`config.mk`:
```
export PLATFORM = sky130hd
export DESIGN_NAME = instr_prefetch_queue
export DESIGN_NICKNAME = d
export VERILOG_FILES = /design/src/rtl/instr_prefetch_queue.sv
export SDC_FILE = /design/constraint.sdc
export NUM_CORES = 1
export LEC_CHECK = 0
export CAP_MARGIN = 0
export CORE_UTILIZATION = 61
export CTS_CLUSTER_DIAMETER = 80
export DETAILED_ROUTE_END_ITERATION = 8
export HOLD_SLACK_MARGIN = 0.1
export PLACE_DENSITY = 0.85
export SKIP_LAST_GASP = 1
export SYNTH_ARGS = -nofsm -noshare
export SYNTH_HDL_FRONTEND = slang
export SYNTH_SLANG_ARGS = --single-unit
```
`constraint.sdc`:
```
create_clock -name clk -period 9.3 [get_ports clk]
set_input_delay 1.395 -clock clk [delete_from_list [all_inputs] [get_ports clk]]
set_output_delay 1.395 -clock clk [all_outputs]
set_load 0.03 [all_outputs]
```
`src/rtl/instr_prefetch_queue.sv`:
```
// -----------------------------------------------------------------------------
// instr_prefetch_queue
//
// Instruction prefetcher feeding a small FIFO of {pc, instr} pairs to decode.
// Issues at most one memory read at a time. When JAL_PREDECODE is set, a JAL
// returned by memory steers the next fetch to its target immediately.
// A redirect from execute flushes the FIFO and restarts fetch. A response
// still in flight at that moment is marked for discard, and the next rvalid
// is then dropped.
//
// Handshakes:
//   imem: imem_req/imem_addr are held until imem_gnt. The request is
//         withdrawn only while redirect is high. Exactly one imem_rvalid
//         answers each granted request. An rvalid with nothing outstanding is
//         ignored.
//   if  : the head entry transfers on if_valid & if_ready. if_instr and if_pc
//         are stable while if_valid is high and if_ready is low.
//
// Ports:
//   clk, reset               clock; asynchronous active-low reset
//   redirect, redirect_pc    flush request and new fetch address
//   imem_req, imem_addr      read request and its address
//   imem_gnt                 request accepted this cycle
//   imem_rvalid, imem_rdata  read response
//   if_valid, if_ready       head handshake toward decode
//   if_instr, if_pc          head entry
//   q_count                  occupied FIFO entries
// -----------------------------------------------------------------------------
module instr_prefetch_queue #(
    parameter int              XLEN          = 32,
    parameter int              DEPTH         = 4,
    parameter logic [XLEN-1:0] RESET_PC      = '0,
    parameter bit              JAL_PREDECODE = 1'b1
) (
    input  logic                     clk,
    input  logic                     reset,
    input  logic                     redirect,
    input  logic [XLEN-1:0]          redirect_pc,
    output logic                     imem_req,
    output logic [XLEN-1:0]          imem_addr,
    input  logic                     imem_gnt,
    input  logic                     imem_rvalid,
    input  logic [31:0]              imem_rdata,
    output logic                     if_valid,
    input  logic                     if_ready,
    output logic [31:0]              if_instr,
    output logic [XLEN-1:0]          if_pc,
    output logic [$clog2(DEPTH):0]   q_count
);

    localparam int              AW         = $clog2(DEPTH);
    localparam int              CW         = AW + 1;
    localparam logic [CW-1:0]   FULL_COUNT = CW'(DEPTH);
    localparam logic [6:0]      OPC_JAL    = 7'b1101111;

    logic [XLEN-1:0] fetch_pc;
    logic [XLEN-1:0] req_pc;
    logic            outstanding;
    logic            discard;

    logic [XLEN-1:0] pc_mem    [DEPTH];
    logic [31:0]     instr_mem [DEPTH];
    logic [AW-1:0]   wr_ptr;
    logic [AW-1:0]   rd_ptr;
    logic [CW-1:0]   count;

    logic            req_ok;
    logic            granted;
    logic            rsp;
    logic            push;
    logic            pop;
    logic            is_jal;
    logic [20:0]     jal_imm;
    logic [XLEN-1:0] jal_target;
    logic [XLEN-1:0] next_fetch_pc;

    // req_ok ignores redirect on purpose: a grant that lands in a redirect
    // cycle still starts a transfer on the memory side, so it must be tracked
    // as outstanding and then discarded.
    assign req_ok   = reset & ~outstanding & (count != FULL_COUNT) & ~discard;
    assign granted  = req_ok & imem_gnt;
    assign rsp      = imem_rvalid & outstanding;
    assign push     = rsp & ~discard & ~redirect;
    assign pop      = (count != '0) & if_ready & ~redirect;

    assign imem_req  = req_ok & ~redirect;
    assign imem_addr = fetch_pc;

    assign jal_imm       = {imem_rdata[31], imem_rdata[19:12], imem_rdata[20],
                            imem_rdata[30:21], 1'b0};
    assign jal_target    = req_pc + {{(XLEN-21){jal_imm[20]}}, jal_imm};
    assign is_jal        = JAL_PREDECODE && (imem_rdata[6:0] == OPC_JAL);
    assign next_fetch_pc = is_jal ? jal_target : (req_pc + XLEN'(4));

    assign if_valid = (count != '0);
    assign if_instr = instr_mem[rd_ptr];
    assign if_pc    = pc_mem[rd_ptr];
    assign q_count  = count;

    // Fetch control and FIFO bookkeeping
    always_ff @(posedge clk or negedge reset) begin
        if (!reset) begin
            fetch_pc    <= RESET_PC;
            req_pc      <= RESET_PC;
            outstanding <= 1'b0;
            discard     <= 1'b0;
            wr_ptr      <= '0;
            rd_ptr      <= '0;
            count       <= '0;
        end else if (redirect) begin
            fetch_pc <= redirect_pc;
            wr_ptr   <= '0;
            rd_ptr   <= '0;
            count    <= '0;
            if (granted) begin
                outstanding <= 1'b1;
                discard     <= 1'b1;
                req_pc      <= fetch_pc;
            end else if (rsp) begin
                // The in-flight response lands in this cycle and is dropped.
                outstanding <= 1'b0;
                discard     <= 1'b0;
            end else if (outstanding) begin
                discard <= 1'b1;
            end
        end else begin
            if (granted) begin
                outstanding <= 1'b1;
                req_pc      <= fetch_pc;
            end
            if (rsp) begin
                outstanding <= 1'b0;
                discard     <= 1'b0;
                if (!discard) begin
                    fetch_pc <= next_fetch_pc;
                end
            end
            if (push) begin
                wr_ptr <= wr_ptr + AW'(1);
            end
            if (pop) begin
                rd_ptr <= rd_ptr + AW'(1);
            end
            case ({push, pop})
                2'b10:   count <= count + CW'(1);
                2'b01:   count <= count - CW'(1);
                default: count <= count;
            endcase
        end
    end

    // Entry storage. A valid flag is not needed because count gates if_valid.
    always_ff @(posedge clk) begin
        if (push) begin
            pc_mem[wr_ptr]    <= req_pc;
            instr_mem[wr_ptr] <= imem_rdata;
        end
    end

endmodule

```
==> Word level (Yosys, flattened, before mapping) <==
Memory sizes are Yosys's and may differ from the RTL's.
Index checks and enable logic that the tools add are counted.
{ "word_totals": {"ram_bits": 256, "memories": 2, "wordCells": 63, "ff_bits": 73} }
{ "classes": {"reduce_logical": 9, "muxes": 21, "n_addsub": 6, "bitwise": 13, "n_eq_ne": 5} }
{ "mem_list": {"columns": ["memory", "depth", "word_bits", "read_ports", "rd_clocked_by_memory_dff", "wr", "line", "source"], "rows": [
  ["instr_mem", 4, 32, 1, 0, 1, "62", "logic [31:0] instr_mem [DEPTH];"],
  ["pc_mem", 4, 32, 1, 0, 1, "61", "logic [XLEN-1:0] pc_mem [DEPTH];"]
]} }
{ "ops": {"columns": ["op", "n"], "rows": [
  ["2-to-1 mux 32 bit", 4],
  ["adder 32 x 3 -> 32 bit, second input constant", 1],
  ["adder 32 bit", 1],
  ["2-to-1 mux 1 bit", 11],
  ["bitwise AND 1 bit", 10],
  ["nonzero test 3 bit", 3],
  ["2-to-1 mux 2 bit", 4],
  ["nonzero test 2 bit", 4],
  ["equality test 7 bit, second input constant", 1],
  ["one-hot mux 3 bit (2 select lines)", 1],
  ["adder 2 x 1 -> 2 bit, second input constant", 2],
  ["AND reduction 2 bit", 2],
  ["adder 3 x 1 -> 3 bit, second input constant", 1],
  ["2-to-1 mux 3 bit", 1],
  ["inequality test 3 bit, second input constant", 1],
  ["NOT 1 bit", 3],
  ["subtractor 3 x 1 -> 3 bit, second input constant", 1],
  ["equality test 2 x 1 -> 1 bit, second input constant", 1],
  ["equality test 2 bit, second input constant", 1],
  ["inequality test 2 bit, second input constant", 1]
]} }

==> Logic depth before layout (Yosys ltp) <==
Gate-level depths: netlist (run 1).
{ "logic_depth": {"depth_word": 8, "depth_mapped": 12} }

==> Worst setup path before layout (run 1) <==
No wires, ideal clock.
{ "synth_timing": {"path_kind": "input to register", "start": "in imem_rvalid", "end": "mem instr_mem[0][0], enable pin", "setup_ns": 0.429, "n_path_buf": 1, "cell_stages": 5, "slack_ns": 5.123, "arrival_time_ns": 3.748, "path_cell_list": "nand2_1 > or2_2 > clkbuf_1 > nor2_1 > and2_1"} }
{ "synth_between": {"elab_chain_cells": 5} }
{ "synth_lines": {"columns": ["item", "line", "source"], "rows": [
  ["start, declared", "42", "input logic imem_rvalid,"],
  ["bitwise AND 1 bit", "82", "assign rsp = imem_rvalid & outstanding;"],
  ["bitwise AND 1 bit (2 in a row)", "83", "assign push = rsp & ~discard & ~redirect;"],
  ["2-to-1 mux 1 bit", "154", "if (push) begin"],
  ["2-to-1 mux 1 bit (implied by the code)", "156", "instr_mem[wr_ptr] <= imem_rdata;"],
  ["end, declared", "62", null]
]} }
No other way between the ends.

==> Worst setup path after layout (run 1) <==
{ "layout_timing": {"start": "reg rd_ptr[0]", "end": "out if_instr[21]"} }
{ "layout_between": {"elab_chain_cells": 1} }
{ "layout_lines": {"columns": ["item", "line", "source"], "rows": [
  ["start, declared", "64", "logic [AW-1:0] rd_ptr;"],
  ["start signal, assigned", "142", "rd_ptr <= rd_ptr + AW'(1);"],
  ["memory read (4 x 32 bit)", null, null],
  ["end, declared", "46", "output logic [31:0] if_instr,"]
]} }
No other way between the ends.

==> qor.csv, run 1 <==
metric,value,unit
cts.path.max_buffers,3,
r2r_start,req_pc[11],
r2r_cells,9,
status,"complete, no violations",
nNetsFinal,1254,
drt-total-wl,33800,µm
tightest_slew,0.996,ns
dieHeight,157,µm
path_max_fanout,37,
antenna_found_initial,0,
relSlewSlack,0.336,
cts_tree,yes,
syn_inst,974,
cts_made_buffers,31,
setup_viol,0,
r2r_slack,6.07,ns
vias,9216,
max_stage_delay,0.79,ns
die_area,24700,µm²
syn_avg_cell_area,15.1,µm²
worst_ep_arrival_time,3.40,ns
slowest_stage,dfrtp_4,
detail_route.iter0.violations,756,
vdd_drop_max,0.000218,V
rows,56,
hp-class,flop to flop,
synth_cell_types,57,
yosysWarnings,0,
drv_slew,0,
rsz0062_at_grt,false,
cts-hold-fix-buffers,0,
power_density,274,nW/µm²
cts_max_level,1,
drcViolationCount,0,
synth_largest_area_cell,edfxtp_1,
dpl.cell_count,1433,
criticalPathCategory,flop to output pin,
post-route-min-period,4.80,ns
drive_gt1_frac,0.149,
diodes,0,
synth-seq-cells,329,
grt.overflow.total,0,
placed_area,16700,µm²
synth_fp_nets,1081,
final.period_utilization,0.516,
core-area,23500,µm²
cp.required,7.91,ns
synth_seq_area_share,0.647,
die_x,157,µm
fmax,209,MHz
yosys-top-cells-area,"edfxtp_1 52%, dfrtp_1 12%, mux4_2 9.8%",
clkSlewWorstSetupHoldPaths,0.06,ns
viasPerCell,6.19,
final_cells,1490,
setup_tns,0,ns
hpwl,21100,µm
synth_ff_type,edfxtp_1,
dr.pass1.iters,5,
utilization,0.756,
start_kind,flop,
ioPinCount,171,
skew,0.0141,ns
synth_area,14700,µm²
io_buffers,170,
postRouteAntennaNets,0,
cts_sinks,329,
post_cts_resized,0,
yosys.area.top_type_share,0.522,
grt_pass1_wl,52200,µm
syn_to_final_growth,21.0,%
crit_chain,"buf_4, mux4_2, clkdlybuf4s50_1",
grtUsageTotal,0.283,
first_global_vias,9217,
synth-edff-count,256,
hold_viol,0,
cp_num_buf_inv,2,
cts-root-buf,clkbuf_16,
grt_max_degree,77,
p_leak,6.30,nW
clkLatencyLatePin,0.55,ns
wl_per_cell,22.7,µm
crit_path_end_kind,output pin,
cap_violations,0,
r2r_end,imem_addr[24],
crit_cells,3,
gp_congestion,0.898,
cp_top_family,buffers and inverters,
initial_core_util,0.625,
synthArstFlopShare,0.222,
postCtsSetupBuffers,0,
stdcell_area,17800,µm²
setup.worst_path.start,rd_ptr[0],
setup.worst_path.end,if_instr[21],
[sequential cells by signal, summed over array words and instances, names as in the netlist]
name         flops
outstanding      1
req_pc          32
discard          1
imem_addr       32
wr_ptr           2
rd_ptr           2
pc_mem         128
q_count          3
instr_mem      128
[metal layers]
metal	GRT usage	wire (µm)
met1	0.405	14200
met2	0.461	16500
met3	0.0374	2360
met4	0.0804	770
met5	0	0
[synthesized netlist by cell type, types with 2 or more instances]
cell,number
fa_1,2
xor2_1,25
edfxtp_1,256
a211oi_1,15
mux2i_1,5
o31a_1,2
or3_1,8
clkbuf_1,30
dfrtp_1,73
nand2_1,79
xnor2_1,25
nor2b_1,3
a21o_1,16
mux2_2,32
and3_1,9
nor3_1,11
o211ai_1,6
a211oi_2,2
mux4_2,64
and4_1,4
nand2b_1,6
buf_1,10
a31oi_1,6
ha_1,35
o21ai_0,39
and2_1,10
nand3b_1,3
o22ai_1,3
or2_2,2
o21a_1,6
nand3_1,20
nand4_1,8
o21bai_1,4
nor3b_1,5
nor2_1,45
inv_1,19
a21oi_1,59
o221ai_1,5
o31ai_1,4
[logic make-up (layout without fill, tap and decap cells)]
group           Yosys count  count (layout)  share of synthesized area
compound gates          179             179                     0.0783
xor+xnor                 50              50                     0.0298
fa+ha+maj                37              37                     0.0325
buf+inv                  60             257                     0.0158
flops                   329             329                      0.647
mux                     101             101                      0.126
simple gates            218             218                     0.0711
[where the power goes]
part / switching [mW] / leakage (nW) / internal, mW
sequential: 0.250 / 3.21 / 1.78
combinational: 0.833 / 2.57 / 0.724
clock: 0.524 / 0.520 / 0.775
total: 1.61 / 6.30 / 3.28
[cells in the final DEF, fill, tap and decap left out, drive strengths merged, types with 19 or more instances in the layout]
cell / netlist / layout
nor2: 45 / 45
clkbuf: 30 / 47
xnor2: 25 / 25
xor2: 25 / 25
inv: 19 / 19
ha: 35 / 35
o21ai: 41 / 41
dfrtp: 73 / 73
mux4: 64 / 64
a21oi: 59 / 59
nand2: 79 / 79
nand3: 20 / 20
mux2: 32 / 32
edfxtp: 256 / 256
clkdlybuf4s50: 0 / 168
[per-stage QoR]
stage,worst slack [ns],hold slack [ns],power (mW)
floorplan,5.12,0.490,3.08
global placement,4.64,0.511,3.56
detailed placement,4.60,0.519,3.59
CTS,4.44,0.533,4.89
global route,4.27,0.544,5.10
finish,4.50,0.531,4.88
[area by class of cell]
class	count	area, µm²
sequential	329	9520
fill	1438	5730
multi-input combinational	585	4970
timing repair buffer	181	1780
clock buffer	47	937
tap	319	399
clock inverter	10	133
inverter	19	71.3
[worst min-delay path by stage]
stage / cells past startpoint / to / startpoint
finish: 1 / req_pc[20] / imem_addr[20]
detailed placement: 1 / req_pc[21] / imem_addr[21]
global route: 1 / req_pc[22] / imem_addr[22]
global placement: 1 / req_pc[22] / imem_addr[22]
floorplan: 0 / pc_mem[0][0] / req_pc[0]
CTS: 1 / req_pc[20] / imem_addr[20]
No activity file was read; power rests on OpenSTA's default activity.
==> run 2: changes to the inputs <==
CORE_UTILIZATION = 51   (was 61)
PLACE_DENSITY = 0.76   (was 0.85)
clock period = 4.24 ns   (was 9.3 ns; I/O delays follow)
==> run 2 against run 1 <==
Die area grew 19%. Final area grew 1.6%. Final cell count grew 5.0%. Wire length grew 0.98%. Combinational power grew 120%. Via count shrank 0.72%. Worst setup slack lost 3.8 ns. Sequential share of layout area shrank 0.84 points. Core utilization shrank 11 points. Register-to-register slack lost 4.9 ns. Non-clock buffer count grew 10.
==> qor.csv, run 2 (synthesized netlist as in run 1, its figures left out) <==
metric,value,unit,change
hp-class,input port to asynchronous set/reset pin,,
power_density,603,nW/µm²,+120%
crit_chain,"buf_4, mux4_2, clkdlybuf4s50_1",,
core-area,28100,µm²,+19%
filler_cell_count,2092,,+45%
viasPerCell,5.85,,-5.5%
post_cts_resized,0,,unchanged
drcViolationCount,0,,unchanged
grt_pass1_wl,52700,µm,+0.98%
hpwl,22500,µm,+6.5%
grt_max_degree,75,,-2.6%
ioPinCount,171,,unchanged
vdd_drop_max,0.000366,V,+68%
cp.required,3.60,ns,-4.31 ns
setup_viol,0,,unchanged
slowest_stage,dfrtp_4,,
diodes,0,,unchanged
final.period_utilization,0.828,,
start_kind,flop,,
clkSlewWorstSetupHoldPaths,0.06,ns,about the same
vias,9150,,-0.72%
relSlewSlack,0.330,,-0.00629
dpl.cell_count,1502,,+4.8%
cts_tree,yes,,
antenna_found_initial,0,,unchanged
worst_ep_arrival_time,2.87,ns,-0.53 ns
path_max_fanout,22,,-41%
final_common_cell,edfxtp_1,,
first_global_vias,9238,,+0.23%
post-route-min-period,3.51,ns,
criticalPathCategory,flop to output pin,,
cts_sinks,329,,unchanged
tightest_slew,1.01,ns,+0.00944 ns
cts_made_buffers,35,,+13%
p_leak,6.40,nW,+1.7%
cts-hold-fix-buffers,0,,unchanged
cp_num_buf_inv,2,,unchanged
grt.overflow.total,0,,unchanged
cts-root-buf,clkbuf_16,,
gp_congestion,0.899,,+0.17%
rsz0062_at_grt,false,,
setup_tns,0,ns,unchanged
drive_gt1_frac,0.154,,+0.00558
detail_route.iter0.violations,840,,+11%
dieHeight,172,µm,+9.2%
max_stage_delay,0.76,ns,-0.03 ns
dr.pass1.iters,5,,unchanged
r2r_start,req_pc[1],,
cts.path.max_buffers,3,,unchanged
cp_top_family,buffers and inverters,,
die_area,29500,µm²,+19%
grtUsageTotal,0.238,,-0.0446
cap_violations,0,,unchanged
crit_path_end_kind,output pin,,
syn_to_final_growth,23.0,%,
drt-total-wl,34100,µm,+0.98%
mostFrequentLayoutCells,"256 x edfxtp_1, 168 x clkdlybuf4s50_1, 79 x nand2_1",,
clkLatencyLatePin,0.51,ns,-0.04 ns
fmax,285,MHz,
nNetsFinal,1268,,+1.1%
setup.worst_path.start,rd_ptr[0],,
hold_viol,0,,unchanged
postRouteAntennaNets,0,,unchanged
top_regs,"instr_mem x128, pc_mem x128",,
skew,0.0110,ns,-0.00308 ns
wl_per_cell,21.8,µm,-3.9%
status,"complete, no violations",,
initial_core_util,0.524,,-0.101
final_cells,1565,,+5.0%
die_x,172,µm,+9.2%
rows,61,,+8.9%
cts_max_level,2,,+1
postCtsSetupBuffers,0,,unchanged
io_buffers,170,,unchanged
drv_slew,0,,unchanged
## run 2: metal layers
| metal | up-vias | wire, µm | part of all wire | track usage |
|---|---|---|---|---|
| met5 | - | 0 | 0 | 0 |
| met3 | 45 | 1860 | 0.055 | 0.0394 |
| met2 | 277 | 16600 | 0.49 | 0.392 |
| met1 | 4663 | 15100 | 0.44 | 0.336 |
| met4 | 0 | 548 | 0.016 | 0.0527 |
| li1 | 4165 | - | - | - |
## run 2: power by group
group / switching (mW) / total [mW] / internal (mW)
sequential: 0.544 / 4.44 / 3.90
combinational: 1.83 / 3.44 / 1.61
clock: 1.22 / 3.03 / 1.81
total: 3.59 / 10.9 / 7.32
## run 2: stage by stage
stage	hold WS [ns]	instance area, µm²	total power [mW]	util	setup slack (ns)
after floorplan	0.340	14700	6.76	-	0.822
after detailed placement	0.517	17000	7.92	0.604	0.491
after CTS	0.438	18100	11.0	0.644	0.664
final	0.385	18100	10.9	0.644	0.729
after global routing	0.479	18100	11.4	0.644	0.595
after global placement	0.509	17000	7.86	0.604	0.551
## run 2: final cells by class
cell class	instances	area [µm²]	area share
clock inverters	18	205	0.0113
clock buffers	45	935	0.0517
well taps	378	473	0.0261
multi-input cells	585	4980	0.275
inverters	19	71.3	0.00394
flip-flops and latches	329	9520	0.526
repair buffers	191	1910	0.106
## run 2: final timing paths
path                                 endpoint  slack, ns  depth (start not counted)
worst max-delay path                if_pc[23]       0.73                          3
min in group clk                   req_pc[15]       0.52                          1
worst min-delay path               q_count[1]       0.39                          2
max in group asynchronous           rd_ptr[0]       3.10                          2
worst max register to register  imem_addr[29]       1.15                         12
worst min register to register     req_pc[15]       0.52                          1
==> run 3: changes to the inputs <==
CORE_UTILIZATION = 56   (was 51)
PLACE_DENSITY = 0.79   (was 0.76)
clock period = 3.4 ns   (was 4.24 ns; I/O delays follow)
==> run 3 against run 2 <==
Global-route usage grew 2.2 points. Worst setup slack lost 0.47 ns. Die area shrank 8.8%. Sequential share of layout area shrank 0.92 points. First-iteration DRC count shrank 11%. Hold slack lost 0.12 ns. Combinational power grew 37%. Core utilization grew 7.9 points. Critical path type unchanged. Largest power group unchanged.
==> qor.csv, run 3 (synthesized netlist as in run 1, its figures left out) <==
metric,value,unit,change
status,"complete, no violations",,
postRouteAntennaNets,0,,unchanged
io_buffers,170,,unchanged
whs,0.261,ns,-0.125 ns
initial_core_util,0.578,,+0.0538
post_cts_resized,0,,unchanged
max_stage_delay,0.61,ns,-0.15 ns
die_area,26900,µm²,-8.8%
clkPwrFrac,0.266,,-0.012
ioPinCount,171,,unchanged
detail_route.iter0.violations,750,,-11%
cp_top_family,buffers and inverters,,
filler_cell_count,1604,,-23%
vias,9356,,+2.3%
vdd_drop_max,0.000466,V,+27%
setup_viol,0,,unchanged
switching_share,0.330,,+0.000626
combPwrFrac,0.342,,+0.027
grt_max_degree,74,,-1.3%
criticalPathCategory,flop to output pin,,
cp_num_buf_inv,2,,unchanged
dieHeight,164,µm,-4.5%
power_density,746,nW/µm²,+24%
die_x,164,µm,-4.5%
relSlewSlack,0.334,,+0.00454
antenna_found_initial,0,,unchanged
drcViolationCount,0,,unchanged
cts-hold-fix-buffers,0,,unchanged
hp-class,input port to asynchronous set/reset pin,,
fmax,318,MHz,
worst_ep_arrival_time,2.63,ns,-0.24 ns
grt.overflow.total,0,,unchanged
diodes,0,,unchanged
crit_path_end_kind,output pin,,
rsz0062_at_grt,false,,
worst_slack,0.258,ns,-0.472 ns
power_frac_seq,0.392,,-0.015
cts_sinks,329,,unchanged
drv_slew,0,,unchanged
viasPerCell,6.00,,+2.6%
nNetsFinal,1309,,+3.2%
path_max_fanout,39,,+77%
cts.path.max_buffers,3,,unchanged
setup.worst_path.start,rd_ptr[0],,
mostFrequentLayoutCells,"256 x edfxtp_1, 168 x clkdlybuf4s50_1, 79 x nand2_1",,
clkLatencyLatePin,0.51,ns,about the same
placed_area,17300,µm²,+2.0%
postCtsSetupBuffers,0,,unchanged
tightest_slew,0.998,ns,-0.00682 ns
p_leak,6.60,nW,+3.2%
switchingPower,4.53,mW,+26%
cap_violations,0,,unchanged
place_ws,-0.124,ns,-0.615 ns
core-area,25500,µm²,-9.3%
final.period_utilization,0.924,,
hold_viol,0,,unchanged
slowest_stage,clkdlybuf4s50_1,,
grt_pass1_wl,52600,µm,-0.24%
crit_chain,"buf_12, mux4_2, clkdlybuf4s50_1",,
cts_max_level,2,,unchanged
syn_to_final_growth,25.2,%,
skew,0.00988,ns,-0.00110 ns
dr.pass1.iters,5,,unchanged
final_common_cell,edfxtp_1,,
post-route-min-period,3.14,ns,
grtUsageTotal,0.260,,+0.0221
drt-total-wl,34000,µm,-0.45%
clkSlewWorstSetupHoldPaths,0.06,ns,about the same
power.internal,9.21,mW,+26%
drive_gt1_frac,0.185,,+0.0305
cts_made_buffers,35,,unchanged
top_regs,"instr_mem x128, pc_mem x128",,
rows,58,,-4.9%
gp_congestion,0.933,,+3.7%
cts-root-buf,clkbuf_16,,
cts_tree,yes,,
r2r_start,req_pc[1],,
wl_per_cell,21.8,µm,about the same
cp.required,2.89,ns,-0.71 ns
first_global_vias,9556,,+3.4%
stdcell_area,18400,µm²,+1.8%
hpwl,22700,µm,+0.70%
start_kind,flop,,
[run 3: cell count changes in the layout (fill, tap and decap cells not counted), sizes merged]
cell | before | now
bufinv | 4 | 1
buf | 23 | 64
clkbuf | 45 | 52
clkinvlp | 0 | 3
clkinv | 11 | 5
[run 3: final cells by class]
type,instances,area (µm²),share of cell area
Clock buffer,52,1000,0.0544
Clock inverter,12,116,0.00632
Inverter,19,71.3,0.00387
Multi-Input combinational cell,585,4970,0.270
Sequential cell,329,9520,0.517
Tap cell,330,413,0.0224
Timing Repair Buffer,232,2320,0.126
[run 3: worst paths after layout]
check / to / slack (ns) / depth (start not counted)
max: if_instr[12] / 0.26 / 3
min: q_count[1] / 0.26 / 2
max reg2reg: imem_addr[29] / 0.38 / 13
min reg2reg: req_pc[22] / 0.53 / 1
max in group asynchronous: rd_ptr[0] / 2.42 / 2
min in group clk: imem_addr[22] / 0.44 / 4
[run 3: routing by layer]
layer | global-route usage | part of all wire | up-vias
met5 | 0 | 0 | -
met4 | 0.0800 | 0.026 | 0
met3 | 0.0396 | 0.060 | 54
met2 | 0.428 | 0.48 | 340
met1 | 0.361 | 0.43 | 4718
li1 | - | - | 4244
[run 3: worst reg2reg max path, delay by kind of cell, from the launching register on]
kind | cells | cell delay [ns]
compound gates | 5 | 0.86
fa+ha+maj | 2 | 0.58
buf+inv | 2 | 0.24
flops | 1 | 0.45
simple gates | 4 | 0.77
[run 3: per-stage QoR]
step	cells	util	setup TNS [ns]	total power, mW
finish	1559	0.723	0	13.7
global route	1559	0.723	0	14.4
CTS	1559	0.723	0	13.8
detailed placement	1495	0.679	-0.156	10.1
floorplan	974	-	0	8.43
global placement	1495	0.679	-0.134	10.0
[run 3: power by group through the flow]
stage,combinational (mW),sequential [mW],clock (mW)
floorplan,3.00,5.43,0
detailed placement,4.65,5.45,0
global placement,4.59,5.43,0
global route,5.08,5.44,3.86
finish,4.70,5.39,3.66
CTS,4.70,5.38,3.72
